===== src/rtl/traffic_phase_scheduler.sv =====
// Two-street intersection phase sequencer: green/yellow/all-red timing, sensor
// gap-out/max-out arbitration, manual force holds and a BCD countdown for the display.
module traffic_phase_scheduler #(
  parameter int TICK_DIV  = 50,
  parameter int MIN_GREEN = 5,
  parameter int MAX_GREEN = 30,
  parameter int YELLOW_T  = 3,
  parameter int ALLRED_T  = 1
) (
  input  logic       CLK,
  input  logic       nR,
  input  logic       A_Traffic,
  input  logic       B_Traffic,
  input  logic       A_Force,
  input  logic       B_Force,
  output logic [2:0] A_Light,
  output logic [2:0] B_Light,
  output logic [7:0] Remain,
  output logic       Blank,
  output logic [2:0] Phase
);

  typedef enum logic [2:0] {
    AG  = 3'd0,
    AY  = 3'd1,
    RAB = 3'd2,
    BG  = 3'd3,
    BY  = 3'd4,
    RBA = 3'd5,
    FA  = 3'd6,
    FB  = 3'd7
  } phase_t;

  localparam int PW = (TICK_DIV > 1) ? $clog2(TICK_DIV) : 1;
  localparam logic [PW-1:0] PRESC_LAST = PW'(TICK_DIV - 1);
  localparam logic [7:0] BCD_GREEN  = {4'(MAX_GREEN / 10), 4'(MAX_GREEN % 10)};
  localparam logic [7:0] BCD_YELLOW = {4'(YELLOW_T / 10), 4'(YELLOW_T % 10)};
  localparam logic [7:0] BCD_ALLRED = {4'(ALLRED_T / 10), 4'(ALLRED_T % 10)};
  localparam logic [2:0] L_RED = 3'b100;
  localparam logic [2:0] L_YEL = 3'b010;
  localparam logic [2:0] L_GRN = 3'b001;

  function automatic logic [7:0] bcd_dec(input logic [7:0] v);
    if (v[3:0] == 4'd0) bcd_dec = {v[7:4] - 4'd1, 4'd9};
    else                bcd_dec = {v[7:4], v[3:0] - 4'd1};
  endfunction

  phase_t        r_state;
  logic [PW-1:0] r_presc;
  logic [7:0]    r_remain;
  logic [6:0]    r_elapsed;
  logic          r_frc_a;
  logic          r_frc_b;
  logic [2:0]    r_a_light;
  logic [2:0]    r_b_light;
  logic          r_blank;

  phase_t        w_nxt;
  logic          w_frc_a_nxt;
  logic          w_frc_b_nxt;
  logic          w_tick;
  logic          w_end;
  logic          w_gap_a;
  logic          w_gap_b;
  logic          w_entry;
  logic          w_green;
  logic [7:0]    w_len;
  logic [7:0]    w_remain_nxt;
  logic [6:0]    w_elapsed_nxt;
  logic [PW-1:0] w_presc_nxt;
  logic [2:0]    w_a_light_nxt;
  logic [2:0]    w_b_light_nxt;

  // A force request on either street cancels the other; both together cancel both.
  assign w_frc_a_nxt = ~B_Force & (A_Force | r_frc_a);
  assign w_frc_b_nxt = ~A_Force & (B_Force | r_frc_b);

  assign w_tick  = (r_presc == PRESC_LAST);
  assign w_end   = w_tick && (r_remain == 8'h01);
  assign w_gap_a = w_tick && (r_elapsed >= 7'(MIN_GREEN)) && !A_Traffic && B_Traffic;
  assign w_gap_b = w_tick && (r_elapsed >= 7'(MIN_GREEN)) && !B_Traffic && A_Traffic;
  assign w_green = (r_state == AG) || (r_state == BG);

  always_comb begin
    w_nxt = r_state;
    case (r_state)
      AG:  if (w_frc_a_nxt) w_nxt = FA;
           else if (w_frc_b_nxt || w_gap_a || (w_end && B_Traffic)) w_nxt = AY;
      BG:  if (w_frc_b_nxt) w_nxt = FB;
           else if (w_frc_a_nxt || w_gap_b || (w_end && A_Traffic)) w_nxt = BY;
      AY:  if (w_end) w_nxt = RAB;
      RAB: if (w_end) w_nxt = w_frc_b_nxt ? FB : BG;
      BY:  if (w_end) w_nxt = RBA;
      RBA: if (w_end) w_nxt = w_frc_a_nxt ? FA : AG;
      FA:  if (!w_frc_a_nxt) w_nxt = w_frc_b_nxt ? AY : AG;
      FB:  if (!w_frc_b_nxt) w_nxt = w_frc_a_nxt ? BY : BG;
      default: w_nxt = RBA;
    endcase
  end

  assign w_entry = (w_nxt != r_state);

  always_comb begin
    w_len         = 8'h00;
    w_a_light_nxt = L_RED;
    w_b_light_nxt = L_RED;
    case (w_nxt)
      AG, FA:   begin w_len = (w_nxt == AG) ? BCD_GREEN : 8'h00; w_a_light_nxt = L_GRN; end
      BG, FB:   begin w_len = (w_nxt == BG) ? BCD_GREEN : 8'h00; w_b_light_nxt = L_GRN; end
      AY:       begin w_len = BCD_YELLOW; w_a_light_nxt = L_YEL; end
      BY:       begin w_len = BCD_YELLOW; w_b_light_nxt = L_YEL; end
      RAB, RBA: w_len = BCD_ALLRED;
      default:  w_len = 8'h00;
    endcase
  end

  // Timer is frozen in the force holds; only green can reach a tick at 01
  // without leaving, which is the rest case that reloads the maximum green.
  always_comb begin
    w_remain_nxt  = r_remain;
    w_elapsed_nxt = r_elapsed;
    w_presc_nxt   = w_tick ? '0 : r_presc + PW'(1);
    if (w_entry) begin
      w_remain_nxt  = w_len;
      w_elapsed_nxt = 7'd0;
      w_presc_nxt   = '0;
    end else if (w_tick && (r_state != FA) && (r_state != FB)) begin
      w_remain_nxt = (r_remain == 8'h01) ? BCD_GREEN : bcd_dec(r_remain);
      if (w_green && (r_elapsed < 7'd99)) w_elapsed_nxt = r_elapsed + 7'd1;
    end
  end

  always_ff @(posedge CLK) begin
    if (!nR) begin
      r_state   <= RBA;
      r_presc   <= '0;
      r_remain  <= BCD_ALLRED;
      r_elapsed <= 7'd0;
      r_frc_a   <= 1'b0;
      r_frc_b   <= 1'b0;
      r_a_light <= L_RED;
      r_b_light <= L_RED;
      r_blank   <= 1'b0;
    end else begin
      r_state   <= w_nxt;
      r_presc   <= w_presc_nxt;
      r_remain  <= w_remain_nxt;
      r_elapsed <= w_elapsed_nxt;
      r_frc_a   <= w_frc_a_nxt;
      r_frc_b   <= w_frc_b_nxt;
      r_a_light <= w_a_light_nxt;
      r_b_light <= w_b_light_nxt;
      r_blank   <= (w_nxt == FA) || (w_nxt == FB);
    end
  end

  assign A_Light = r_a_light;
  assign B_Light = r_b_light;
  assign Remain  = r_remain;
  assign Blank   = r_blank;
  assign Phase   = r_state;

endmodule


===== config.mk =====
export PLATFORM = sky130hd
export DESIGN_NAME = traffic_phase_scheduler
export DESIGN_NICKNAME = d
export VERILOG_FILES = /design/src/rtl/traffic_phase_scheduler.sv
export SDC_FILE = /design/constraint.sdc
export NUM_CORES = 1
export LEC_CHECK = 0
export ABC_CLOCK_PERIOD_IN_PS = 4500
export BUFFER_PORTS_ARGS = -buffer_cell sky130_fd_sc_hd__buf_2
export CAP_MARGIN = 30
export CORE_MARGIN = 2
export CORE_UTILIZATION = 50
export DETAILED_ROUTE_END_ITERATION = 8
export PLACE_DENSITY = 0.7
export REMOVE_ABC_BUFFERS = 1
export SETUP_SLACK_MARGIN = 0.3
export SLEW_MARGIN = 15
export SYNTH_ARGS = -nofsm -noshare
export SYNTH_HDL_FRONTEND = slang
export SYNTH_SLANG_ARGS = --single-unit

===== constraint.sdc =====
create_clock -name CLK -period 4.5 [get_ports CLK]
set_input_delay 0.675 -clock CLK [delete_from_list [all_inputs] [get_ports CLK]]
set_output_delay 0.675 -clock CLK [all_outputs]
set_load 0.01 [all_outputs]

After elaboration in Yosys (flattened, before gate mapping)
Cells that the tools add are included.

Output and inout port bits: 18. Register bits after elaboration: 33. Bits of input ports: 6. Word-level logic and storage cells: 98.

Reduce and logical (&&, ||, !) cells: 32. Add/sub/neg operators: 4. Muxes and demuxes: 24. Magnitude comparators: 2. Equality and inequality tests: 19. Bitwise operators: 7.

Operators by type and width (number): $mux W3 (13); $mux W8 (4); $pmux W8 S4 (1); $eq A3 B3 Y1 const B (8); $pmux W3 S8 (1); $eq A3 B2 Y1 const B (4); $mux W6 (2); $pmux W3 S2 (2); $logic_and A1 B1 Y1 (11); $reduce_or A2 Y1 (5); $eq A8 B1 Y1 const B (1); $sub A4 B1 Y4 const B (2); $add A7 B1 Y7 const B (1); $ge A7 B3 Y1 const B (1); $lt A7 B7 Y1 const B (1); $add A6 B1 Y6 const B (1); $eq A3 B1 Y1 const B (2); $eq A6 B6 Y1 const B (1); $logic_not A3 Y1 (2); $logic_or A1 B1 Y1 (6); $ne A3 B3 Y1 const B (2); $logic_not A4 Y1 (1); $reduce_and A2 Y1 (2); $ne A3 B3 Y1 (1); other kinds (8) (13).

Depth between registers and ports, before layout
Gate-level depths: netlist (run 1).

Depth after elaboration: 13. Gate-level depth with buffers: 10. Mapped depth without buffers: 8.

Worst setup path after synthesis (run 1)
Ideal clock, no wire load.

Path kind: input to register. From: in B_Force. To: reg r_remain[6] (netlist: Remain[6]). Stages: 9. Setup time: 0.066 ns. Setup slack: 1.846 ns. Buffers on the path: 3. Data required time: 4.434 ns. Data arrival time: 2.588 ns. Cells stage by stage: o21bai_2 > and3_1 > clkbuf_1 > o311a_4 > o311a_4 > or4_1 > buf_6 > buf_8 > a21oi_2.

Word-level cells in the longest chain between the ends: 10. Elaborated cells on any way between the ends: 26. Classes of those cells: eq/ne: 1; mux: 14; bitwise: 4; reduce/logical: 7.

RTL lines: from (decl) (line 15) `input logic B_Force,`; $or A1 B1 Y1 or $not A1 Y1 (tied branches) (line 76, 75); $and A1 B1 Y1 (on tied branches) (line 76, 75); $logic_or A1 B1 Y1 (on tied branches) (2 in series) (line 88, 90); $mux W3 (on tied branches) (line 88, 90); $mux W3 (on tied branches) (line 87, 89); $pmux W3 S8 * (line 86) `case (r_state)`; $ne A3 B3 Y1 * (line 101) `assign w_entry = (w_nxt != r_state);`; $reduce_bool A3 Y1 (no source line) or $reduce_bool A2 Y1 (tied branches); $reduce_and A2 Y1 (no source line); to (signal assigned) (line 147) `r_remain <= w_remain_nxt;`; to (decl) (line 50) `logic [7:0] r_remain;`.

Mark *: on every way between the ends. The rest lies on a longest branch, timed or not. A chain may end at the register's enable or synchronous reset.

Final worst setup path (run 1)
From: reg r_remain[1] (netlist: Remain[1]). To: reg r_remain[4] (netlist: Remain[4]).

Word-level cells in the longest chain between the ends: 11. Elaborated cells on any way between the ends: 38. Classes of those cells: eq/ne: 9; mux: 15; reduce/logical: 14.

RTL lines: $eq A8 B1 Y1 (line 79, 128); $logic_and A1 B1 Y1 (line 79) `assign w_end = w_tick && (r_remain == 8'h01);`; $logic_and A1 B1 Y1 (on tied branches) (line 90, 88); $logic_or A1 B1 Y1 (on tied branches) (line 90, 88); $mux W3 (on tied branches) (line 90, 88); $mux W3 (on tied branches) (line 89, 87); $pmux W3 S8 (line 86); $eq A3 B2 Y1, or another cell as far along (line 107, 109); $mux W6, or another cell as far along (line 109) `BG, FB: begin w_len = (w_nxt == BG) ? BCD_GREEN : 8'h00; w_b_light_nxt = L_GRN; end`; $pmux W8 S4 (line 107) `case (w_nxt)`; $mux W8 (line 123) `if (w_entry) begin`.

Parallel ways exist; a longest one is shown, timed or not. The select of a mux whose other input is x is not followed.

==> metrics.csv, run 1 <==
stage,metric,value,unit
finish,area grow syn2layout,10.7,%
pwr,sw frac,22.1,%
finish,"Cell Count, Final, Fillers Out",311,
floorplanning,die area,0.00461,mm^2
synthesis,Synth Cell Area,0.00204,mm^2
floorplanning,Die H,67.9,um
synthesis,Post-Synth Simple-Gate Area,27.4,%
routing,Total Routed Length,4640,um
worst_hold_path,Hold Path Class,flip-flop to flip-flop,
cts,Max clock buf depth,2,
sta,Slew Limit Fails,0,
floorplanning,I/O pins,24,
synthesis,Avg Synthesized Cell Area,8.51,um^2
worst_setup_path,Worst setup SP type,flip-flop,
pwr,Clock power frac,43.0,%
pwr,Seq pwr share,52.4,%
synthesis,post-synthesis cell count,240,
synthesis,Post-Synth XOR/XNOR Area,4.29,%
cts,post-CTS setup buffers,0,
worst_setup_path,Setup Crit Path Kind,flip-flop to flip-flop,
placement,post-DP HPWL,3300,um
worst_hold_path,Hold Path Cell Cnt,1,
floorplanning,initial core utilization,51.4,%
run_status,status,completed,
global_route,vias in the first global route,1650,
worst_setup_path,Crit path depth,8,
routing,vias per cell,5.92,
pwr,Pwr Density,252,mW/mm^2
pwr,Pwr Total,569,uW
cts,"Clk pin slew, worst setup/hold paths",0.07,ns
finish,most frequent cells in the layout,"dfxtp_1 (33), nor2_1 (27), buf_2 (23)",
finish,Filler cells,354,
routing,total number of vias,1840,
finish,layout cells sized above 1,17.6,%
synthesis,Main synth FF type,dfxtp_1,
synthesis,mux contribution to synthesized area,0.490,%
cts,CTS Hold Bufs,0,
pwr,Leak Pwr,0.925,nW
pwr,VDD IR max,0.177,mV
routing,WL/cell,14.9,um
routing,DRC,0,
synthesis,post-synthesis compound-gate area fraction,25.4,%
finish,"most common cell after layout, fill and taps aside",dfxtp_1,
synthesis,Synth async-reset ratio,0,%
sta,setup_tns,0,ns
sta,Final setup viols,0,
synthesis,Yosys cell types,60,
sta,Slew HR,52.5,%
sta,post-route clock skew,0.00597,ns
synthesis,main combinational cell family by area after synthesis,simple AND/OR/NAND/NOR gates,
global_route,gr ovfl total,0,
sta,Final Worst Setup Slack,1.36,ns
routing,initial drt markers,92,
cts,clk_lat worst skew,0.28,ns
floorplanning,row count,23,
synthesis,"EDFF count, synth",0,
worst_setup_path,Critical-path top delay cell,or4_1,
worst_setup_path,worst path cell trace,"inv_1, ha_1, nor4bb_1, nand2_1, o41a_1, a211oi_2, or4_1, o32ai_1",
worst_setup_path,Worst path top cell family by delay,simple AND/OR/NAND/NOR gates,
sta,Tightest Pin Transition,0.713,ns
sta,Hold Fails Final Rpt,0,
cts,H-tree Lvls,2,
global_route,first-pass GRT wire length,7580,um
cts,CTS Buf Count,5,
cts,Root Driver,clkbuf_8,
run,Max-cap violations,0,
sta,RSZ-0062 raised after global routing,no,
worst_setup_path,WP data required,4.64,ns
sta,"Period Utilization, post-route",69.7,%
worst_setup_path,Worst setup EP type,flip-flop,
placement,Final GP Congestion,0.932,
finish,fin nets,274,
worst_setup_path,crit path buf inv count,1,
pwr,Int Power,444,uW
sta,Max Freq,319,MHz
global_route,pin count of the biggest net entering global routing,20,
worst_setup_path,CP Data Arrival Time,3.28,ns
synthesis,Yosys reg bits,33,
worst_setup_path,crit-path max FO,19,
global_route,gr usage total,21.9,%
sta,Tmin final,3.14,ns
placement,placed cell count,303,
pwr,combinational power share,4.6,%
synthesis,register area share after synthesis,32.4,%
floorplanning,Die W,67.9,um
synthesis,synth warn,0,
placement,pre-CTS WS,1.30,ns
worst_setup_path,crit-path max cell delay,0.64,ns
worst_setup_path,cells on worst reg2reg path,8,
cts,TritonCTS sink count,33,
synthesis,Synth Area in Adders,4.90,%
floorplanning,core area,0.00397,mm^2
cts,Post-CTS Resized,0,
global_route,initial antenna violation count,0,
finish,antenna cells,0,
routing,post-route ant nets,0,
routing,First-pass DRT Iterations,5,
pwr,P_sw,126,uW
placement,PortBufs,23,
cts,CTS tree,done,
-- final cells by class --
| type | count | area, um^2 | share of cell area, % |
|---|---|---|---|
| repair buffers | 23 | 115 | 5.09 |
| clock buffers | 7 | 96.3 | 4.26 |
| multi-input cells | 185 | 1280 | 56.4 |
| flip-flops and latches | 33 | 661 | 29.2 |
| inverters | 12 | 45.0 | 1.99 |
| well taps | 50 | 62.6 | 2.77 |
| clock inverters | 1 | 5.00 | 0.221 |
-- Yosys cell counts (6+ instances only) --
master	number	area share, %
inv_1	12	2.2
nand2_1	15	2.8
nor2_1	27	5.0
nand3_1	9	2.2
dfxtp_1	33	32
nor3_1	14	3.4
o211ai_1	6	2.2
ha_1	8	4.9
o21ai_0	12	2.9
-- through the flow --
step	util [%]	hold slack, ns	instance area, um^2
final	56.9	0.488	2260
after global routing	56.9	0.525	2260
after CTS	56.9	0.493	2260
after detailed placement	54.4	0.484	2160
after global placement	54.4	0.477	2160
after floorplan	-	0.456	1980
-- state kept, by name, summed over array words and instances (netlist names) --
signal	flops
r_frc_b	1
r_frc_a	1
Phase	3
Blank	1
r_elapsed	7
B_Light	3
Remain	8
r_presc	6
A_Light	3
-- cells by family after synthesis --
kind of cell | count (synthesis)
AOI/OAI and AO/OA | 62
xor gates and xnor gates | 10
adders and majority gates | 8
buffers and inverters | 22
DFF | 33
muxes | 1
and+or+nand+nor | 104
-- worst paths after layout --
check,start,to,slack (ns)
max,Remain[1],Remain[4],1.36
min,r_presc[0],r_presc[0],0.49
max reg2reg,Remain[1],Remain[4],1.36
min reg2reg,r_presc[0],r_presc[0],0.49
-- power by group through the flow --
stage,sequential [mW],clock [mW],combinational (mW)
global placement,0.305,0,0.0259
floorplan,0.304,0,0.0167
global route,0.299,0.268,0.0290
CTS,0.298,0.251,0.0263
detailed placement,0.305,0,0.0262
finish,0.298,0.245,0.0261
-- metal layers --
layer / global-route usage, % / share of wire, % / vias up
met5: 0 / 0 / -
met4: 7.25 / 1.5 / 0
met3: 4.93 / 4.7 / 8
met2: 33.6 / 46 / 53
met1: 30.3 / 48 / 850
li1: - / - / 929
No activity file was read; power rests on OpenSTA's default activity.
==> inputs of run 2 (changes only) <==
--- a/config.mk
+++ b/config.mk
@@ -5,7 +5,7 @@
 export SDC_FILE = /design/constraint.sdc
 export NUM_CORES = 1
 export LEC_CHECK = 0
-export ABC_CLOCK_PERIOD_IN_PS = 4500
+export ABC_CLOCK_PERIOD_IN_PS = 3100
 export BUFFER_PORTS_ARGS = -buffer_cell sky130_fd_sc_hd__buf_2
 export CAP_MARGIN = 30
 export CORE_MARGIN = 2
==> constraint.sdc (replaced) <==
create_clock -name CLK -period 3.1 [get_ports CLK]
set_input_delay 0.465 -clock CLK [delete_from_list [all_inputs] [get_ports CLK]]
set_output_delay 0.465 -clock CLK [all_outputs]
set_load 0.01 [all_outputs]
==> run 2 against run 1 <==
  * Combinational power grew 63%
  * First-iteration DRC count increased by 26%
  * Total power is 57% higher
  * Clock skew is essentially flat
  * Cell area increased by 3.7%
  * Via count rose by 3.8%
  * Final cell count is 1.6% higher
  * Hold slack lost 0.017 ns
  * Sequential cell count unchanged
==> metrics.csv, run 2 (synthesis gave the netlist of run 1 again) <==
stage,metric,value,unit,change
run_status,status,completed,,
sta,Slew HR,68.6,%,+16 points
finish,Filler cells,379,,+7.1%
cts,CTS Buf Count,5,,unchanged
run,Max-cap violations,0,,unchanged
routing,WL/cell,15.4,um,+3.6%
floorplanning,die area,0.00461,mm^2,unchanged
sta,Tmin final,2.64,ns,-0.493 ns
sta,Max Freq,378,MHz,+19%
sta,Hold Fails Final Rpt,0,,unchanged
placement,post-DP HPWL,3600,um,+9.0%
worst_setup_path,Worst setup SP type,flip-flop,,
cts,H-tree Lvls,2,,unchanged
placement,PortBufs,23,,unchanged
sta,post-route clock skew,0.00634,ns,+0.000370 ns
finish,"Cell Count, Final, Fillers Out",316,,+1.6%
sta,Slew Limit Fails,0,,unchanged
global_route,first-pass GRT wire length,7870,um,+3.9%
finish,layout cells sized above 1,21.1,%,+3.4 points
routing,initial drt markers,116,,+26%
worst_setup_path,crit-path max FO,10,,-9
finish,"Core Util, Final",59.0,%,+2.1 points
routing,post-route ant nets,0,,unchanged
routing,vias per cell,6.04,,+2.2%
global_route,gr ovfl total,0,,unchanged
pwr,Leak Pwr,0.970,nW,+4.8%
cts,CTS tree,done,,
worst_hold_path,Hold Path Class,primary input to flip-flop,,
finish,max reg flops,8,,unchanged
worst_setup_path,CP Data Arrival Time,2.84,ns,-0.44 ns
floorplanning,I/O pins,24,,unchanged
floorplanning,Die H,67.9,um,unchanged
worst_setup_path,Worst setup EP type,flip-flop,,
pwr,Pwr Density,382,mW/mm^2,+52%
sta,setup_tns,0,ns,unchanged
cts,TritonCTS sink count,33,,unchanged
finish,"most common cell after layout, fill and taps aside",dfxtp_1,,
sta,RSZ-0062 raised after global routing,no,,
global_route,vias in the first global route,1677,,+1.6%
routing,First-pass DRT Iterations,4,,-1
sta,Tightest Pin Transition,0.460,ns,-0.253 ns
worst_setup_path,Setup Crit Path Kind,flip-flop to flip-flop,,
worst_setup_path,WP data required,3.30,ns,-1.34 ns
sta,Final setup viols,0,,unchanged
global_route,gr usage total,22.7,%,+0.86 points
floorplanning,core area,0.00397,mm^2,unchanged
cts,clk_lat worst skew,0.29,ns,about the same
cts,Root Driver,clkbuf_8,,
pwr,VDD IR max,0.237,mV,+34%
sta,smallest hold slack,0.471,ns,-0.0171 ns
placement,Final GP Congestion,0.932,,about the same
finish,most frequent cells in the layout,"dfxtp_1 (31), nor2_1 (26), buf_2 (23)",,
routing,Total Routed Length,4880,um,+5.2%
routing,total number of vias,1910,,+3.8%
global_route,initial antenna violation count,0,,unchanged
routing,DRC,0,,unchanged
sta,"Period Utilization, post-route",85.3,%,+16 points
cts,Max clock buf depth,2,,unchanged
global_route,pin count of the biggest net entering global routing,13,,-35%
finish,area grow syn2layout,14.8,%,
floorplanning,initial core utilization,51.4,%,unchanged
placement,placed cell count,307,,+1.3%
pwr,Pwr Total,895,uW,+57%
cts,"Clk pin slew, worst setup/hold paths",0.07,ns,about the same
floorplanning,Die W,67.9,um,unchanged
finish,fin nets,279,,+1.8%
finish,antenna cells,0,,unchanged
floorplanning,row count,23,,unchanged
[run 2: path summary, 6_finish.rpt]
check	slack (ns)	end	from	depth (start not counted)
max	0.46	r_elapsed[1]	r_elapsed[0]	8
min	0.47	B_Light[2]	nR	2
min reg2reg	0.48	r_presc[0]	r_presc[0]	1
max reg2reg	0.46	r_elapsed[1]	r_elapsed[0]	8
[run 2: where the power goes]
part	internal (mW)	total, mW	switching, mW
logic	0.0176	0.0426	0.0250
clock network	0.262	0.420	0.158
registers	0.429	0.433	0.00434
[run 2: through the flow]
step | instance area [um^2] | setup slack [ns]
6_report | 2340 | 0.455
3_5_place_dp | 2190 | 0.280
2_1_floorplan | 1980 | 0.421
4_1_cts | 2310 | 0.393
3_3_place_gp | 2190 | 0.271
5_1_grt | 2340 | 0.307
[run 2: cell type report]
cell class	count	area [um^2]	share of cell area, %
tap	50	62.6	2.67
multi-input combinational	185	1310	55.7
timing repair buffer	28	153	6.51
sequential	33	663	28.3
inverter	12	45.0	1.92
clock buffer	7	86.3	3.68
clock inverter	1	30.0	1.28
[run 2: layer usage]
metal | track usage, % | share of wire [%] | routed length [um] | up-vias
met5 | 0 | 0 | 0 | -
met4 | 6.50 | 1.3 | 64 | 0
met3 | 5.59 | 6.2 | 301 | 9
met2 | 37.5 | 47 | 2270 | 65
met1 | 29.5 | 46 | 2240 | 892
li1 | - | - | - | 944
[run 2: repair_timing]
action                                 CTS  global route
buffers inserted                         0             1
resized for setup                        1             6
hold buffers                             0             0
setup endpoints to repair                7            22
gates cloned                             0             0
endpoints found under the hold margin    0             0
pin swaps                                0             3
[run 2: critical path: stages, from the launching register on]
cell and delay (ns):
dfxtp_1 0.39, ha_1 0.25, o31ai_1 0.25, a21oi_2 0.10, o311a_4 0.35, o311a_4 0.33, or4_1 0.54, buf_4 0.20
a211oi_1 0.16
==> inputs of run 3 (changes only) <==
--- a/config.mk
+++ b/config.mk
@@ -5,7 +5,7 @@
 export SDC_FILE = /design/constraint.sdc
 export NUM_CORES = 1
 export LEC_CHECK = 0
-export ABC_CLOCK_PERIOD_IN_PS = 3100
+export ABC_CLOCK_PERIOD_IN_PS = 3000
 export BUFFER_PORTS_ARGS = -buffer_cell sky130_fd_sc_hd__buf_2
 export CAP_MARGIN = 30
 export CORE_MARGIN = 2
==> constraint.sdc (replaced) <==
create_clock -name CLK -period 3 [get_ports CLK]
set_input_delay 0.45 -clock CLK [delete_from_list [all_inputs] [get_ports CLK]]
set_output_delay 0.45 -clock CLK [all_outputs]
set_load 0.01 [all_outputs]
==> run 3 against run 2 <==
  * Combinational power grew 7.0%
  * Largest cell class unchanged
  * Non-clock buffer count grew 4
  * First-iteration DRC count up 25%
  * Final cell count up 1.3%
  * Sequential share of layout area down 0.29 points
==> metrics.csv, run 3 (synthesis gave the netlist of run 1 again) <==
stage,metric,value,unit,change
run_status,status,completed,,
sta,Final setup viols,0,,unchanged
pwr,Leak Pwr,0.981,nW,+1.2%
global_route,gr usage total,22.3,%,-0.46 points
pwr,Seq pwr share,52.1,%,+3.7 points
floorplanning,die area,0.00461,mm^2,unchanged
placement,PortBufs,23,,unchanged
routing,initial drt markers,145,,+25%
cts,CTS Buf Count,5,,unchanged
pwr,Int Power,669,uW,-5.6%
worst_setup_path,CP Data Arrival Time,2.82,ns,-0.02 ns
global_route,gr ovfl total,0,,unchanged
routing,post-route ant nets,0,,unchanged
worst_setup_path,crit-path max FO,8,,-2
cts,TritonCTS sink count,33,,unchanged
worst_hold_path,hold path startpoint,nR,,
placement,Final GP Congestion,0.938,,+0.69%
routing,First-pass DRT Iterations,5,,+1
routing,WL/cell,15.2,um,-1.8%
global_route,first-pass GRT wire length,7680,um,-2.5%
routing,total number of vias,1900,,-0.52%
floorplanning,I/O pins,24,,unchanged
sta,"Period Utilization, post-route",87.0,%,+1.7 points
cts,Max clock buf depth,2,,unchanged
finish,antenna cells,0,,unchanged
cts,H-tree Lvls,2,,unchanged
floorplanning,row count,23,,unchanged
sta,Slew Limit Fails,0,,unchanged
worst_setup_path,Worst setup EP type,flip-flop,,
floorplanning,Die W,67.9,um,unchanged
pwr,combinational power share,5.3,%,+0.5 points
cts,CTS tree,done,,
sta,RSZ-0062 raised after global routing,no,,
worst_setup_path,RR Startpoint,Remain[4],,
finish,"most common cell after layout, fill and taps aside",dfxtp_1,,
sta,Max Freq,383,MHz,+1.4%
worst_setup_path,WP data required,3.21,ns,-0.09 ns
global_route,vias in the first global route,1674,,-0.18%
cts,clk_lat worst skew,0.29,ns,about the same
routing,vias per cell,5.94,,-1.8%
worst_setup_path,Worst setup SP type,flip-flop,,
pwr,Clock power frac,42.6,%,-4.3 points
routing,Total Routed Length,4850,um,-0.57%
floorplanning,Die H,67.9,um,unchanged
sta,Tightest Pin Transition,0.438,ns,-0.0219 ns
global_route,grt met3 use,5.10,%,-0.49 points
run,Max-cap violations,0,,unchanged
floorplanning,core area,0.00397,mm^2,unchanged
floorplanning,initial core utilization,51.4,%,unchanged
global_route,GR Util met1,30.3,%,+0.77 points
pwr,P_sw,188,uW,+0.71%
placement,post-DP HPWL,3470,um,-3.7%
finish,layout cells sized above 1,25.2,%,+4.1 points
sta,Hold Fails Final Rpt,0,,unchanged
finish,area grow syn2layout,17.3,%,
finish,"Core Util, Final",60.3,%,+1.3 points
cts,Root Driver,clkbuf_8,,
global_route,met2 usage,33.8,%,-3.7 points
pwr,VDD IR max,0.253,mV,+6.9%
global_route,initial antenna violation count,0,,unchanged
pwr,sw frac,22.0,%,+1.1 points
global_route,gr busiest metal,met2,,
cts,"Clk pin slew, worst setup/hold paths",0.07,ns,about the same
pwr,Pwr Density,358,mW/mm^2,-6.3%
sta,Slew HR,70.6,%,+2.0 points
finish,most frequent cells in the layout,"dfxtp_1 (27), nor2_1 (26), buf_2 (23)",,
worst_setup_path,Setup Crit Path Kind,flip-flop to flip-flop,,
sta,setup_tns,0,ns,unchanged
finish,fin nets,283,,+1.4%
finish,max reg flops,8,,unchanged
routing,DRC,0,,unchanged
sta,post-route clock skew,0.00437,ns,-0.00197 ns
sta,Tmin final,2.61,ns,-0.0354 ns
worst_setup_path,launch point of the worst path,Remain[4],,
global_route,pin count of the biggest net entering global routing,13,,unchanged
worst_hold_path,Hold Path Class,primary input to flip-flop,,
==> run 3: cell count changes in the layout (fill, tap and decap cells not counted), sizes merged <==
cell / delta
buf: +4
bufinv: -1
clkinv: +1
==> run 3: stage by stage <==
step | hold WS (ns) | std cells | instance area [um^2] | power [mW] | setup WS [ns]
floorplan | 0.456 | 230 | 1980 | 0.481 | 0.321
global placement | 0.480 | 307 | 2190 | 0.500 | 0.173
detailed placement | 0.489 | 307 | 2190 | 0.500 | 0.143
CTS | 0.436 | 317 | 2320 | 0.867 | 0.304
global route | 0.436 | 320 | 2400 | 0.889 | 0.262
finish | 0.449 | 320 | 2400 | 0.857 | 0.391
==> run 3: what timing repair did <==
action | CTS | global route
buffers inserted | 2 | 3
resized for setup | 4 | 14
pin swaps | 2 | 4
hold buffers | 0 | 0
endpoints found under the setup margin | 24 | 25
==> run 3: layout make-up <==
cell class / instances / area [um^2]
fill: 385 / 1580
multi-input combinational: 185 / 1330
sequential: 33 / 671
timing repair buffer: 32 / 186
clock buffer: 7 / 96.3
tap: 50 / 62.6
inverter: 12 / 45.0
clock inverter: 1 / 5.00
==> run 3: power groups by stage <==
stage / combinational (mW) / clock (mW) / sequential [mW]
after detailed placement: 0.0428 / 0 / 0.457
after global routing: 0.0495 / 0.392 / 0.447
after global placement: 0.0426 / 0 / 0.457
final: 0.0456 / 0.365 / 0.447
after CTS: 0.0434 / 0.376 / 0.448
after floorplan: 0.0250 / 0 / 0.456
==> run 3: routing by layer <==
metal | vias to the layer above | share of wire (%)
li1 | 949 | -
met1 | 877 | 44
met2 | 65 | 46
met3 | 9 | 7.7
met4 | 0 | 1.9
met5 | - | 0
==> run 3: critical path, stage by stage (launching register included) <==
cell	delay [ns]
dfxtp_2	0.36
inv_1	0.07
ha_1	0.21
nand4bb_1	0.15
nor2_2	0.10
o311a_4	0.38
o311a_4	0.34
or4_4	0.55
buf_4	0.20
nor3_1	0.17
==> run 3: final timing paths <==
| path | cells past startpoint | end | slack (ns) |
|---|---|---|---|
| hold reg to reg | 1 | r_presc[0] | 0.49 |
| hold / removal | 2 | B_Light[2] | 0.45 |
| setup reg to reg | 9 | r_presc[4] | 0.39 |
| setup / recovery | 9 | r_presc[4] | 0.39 |
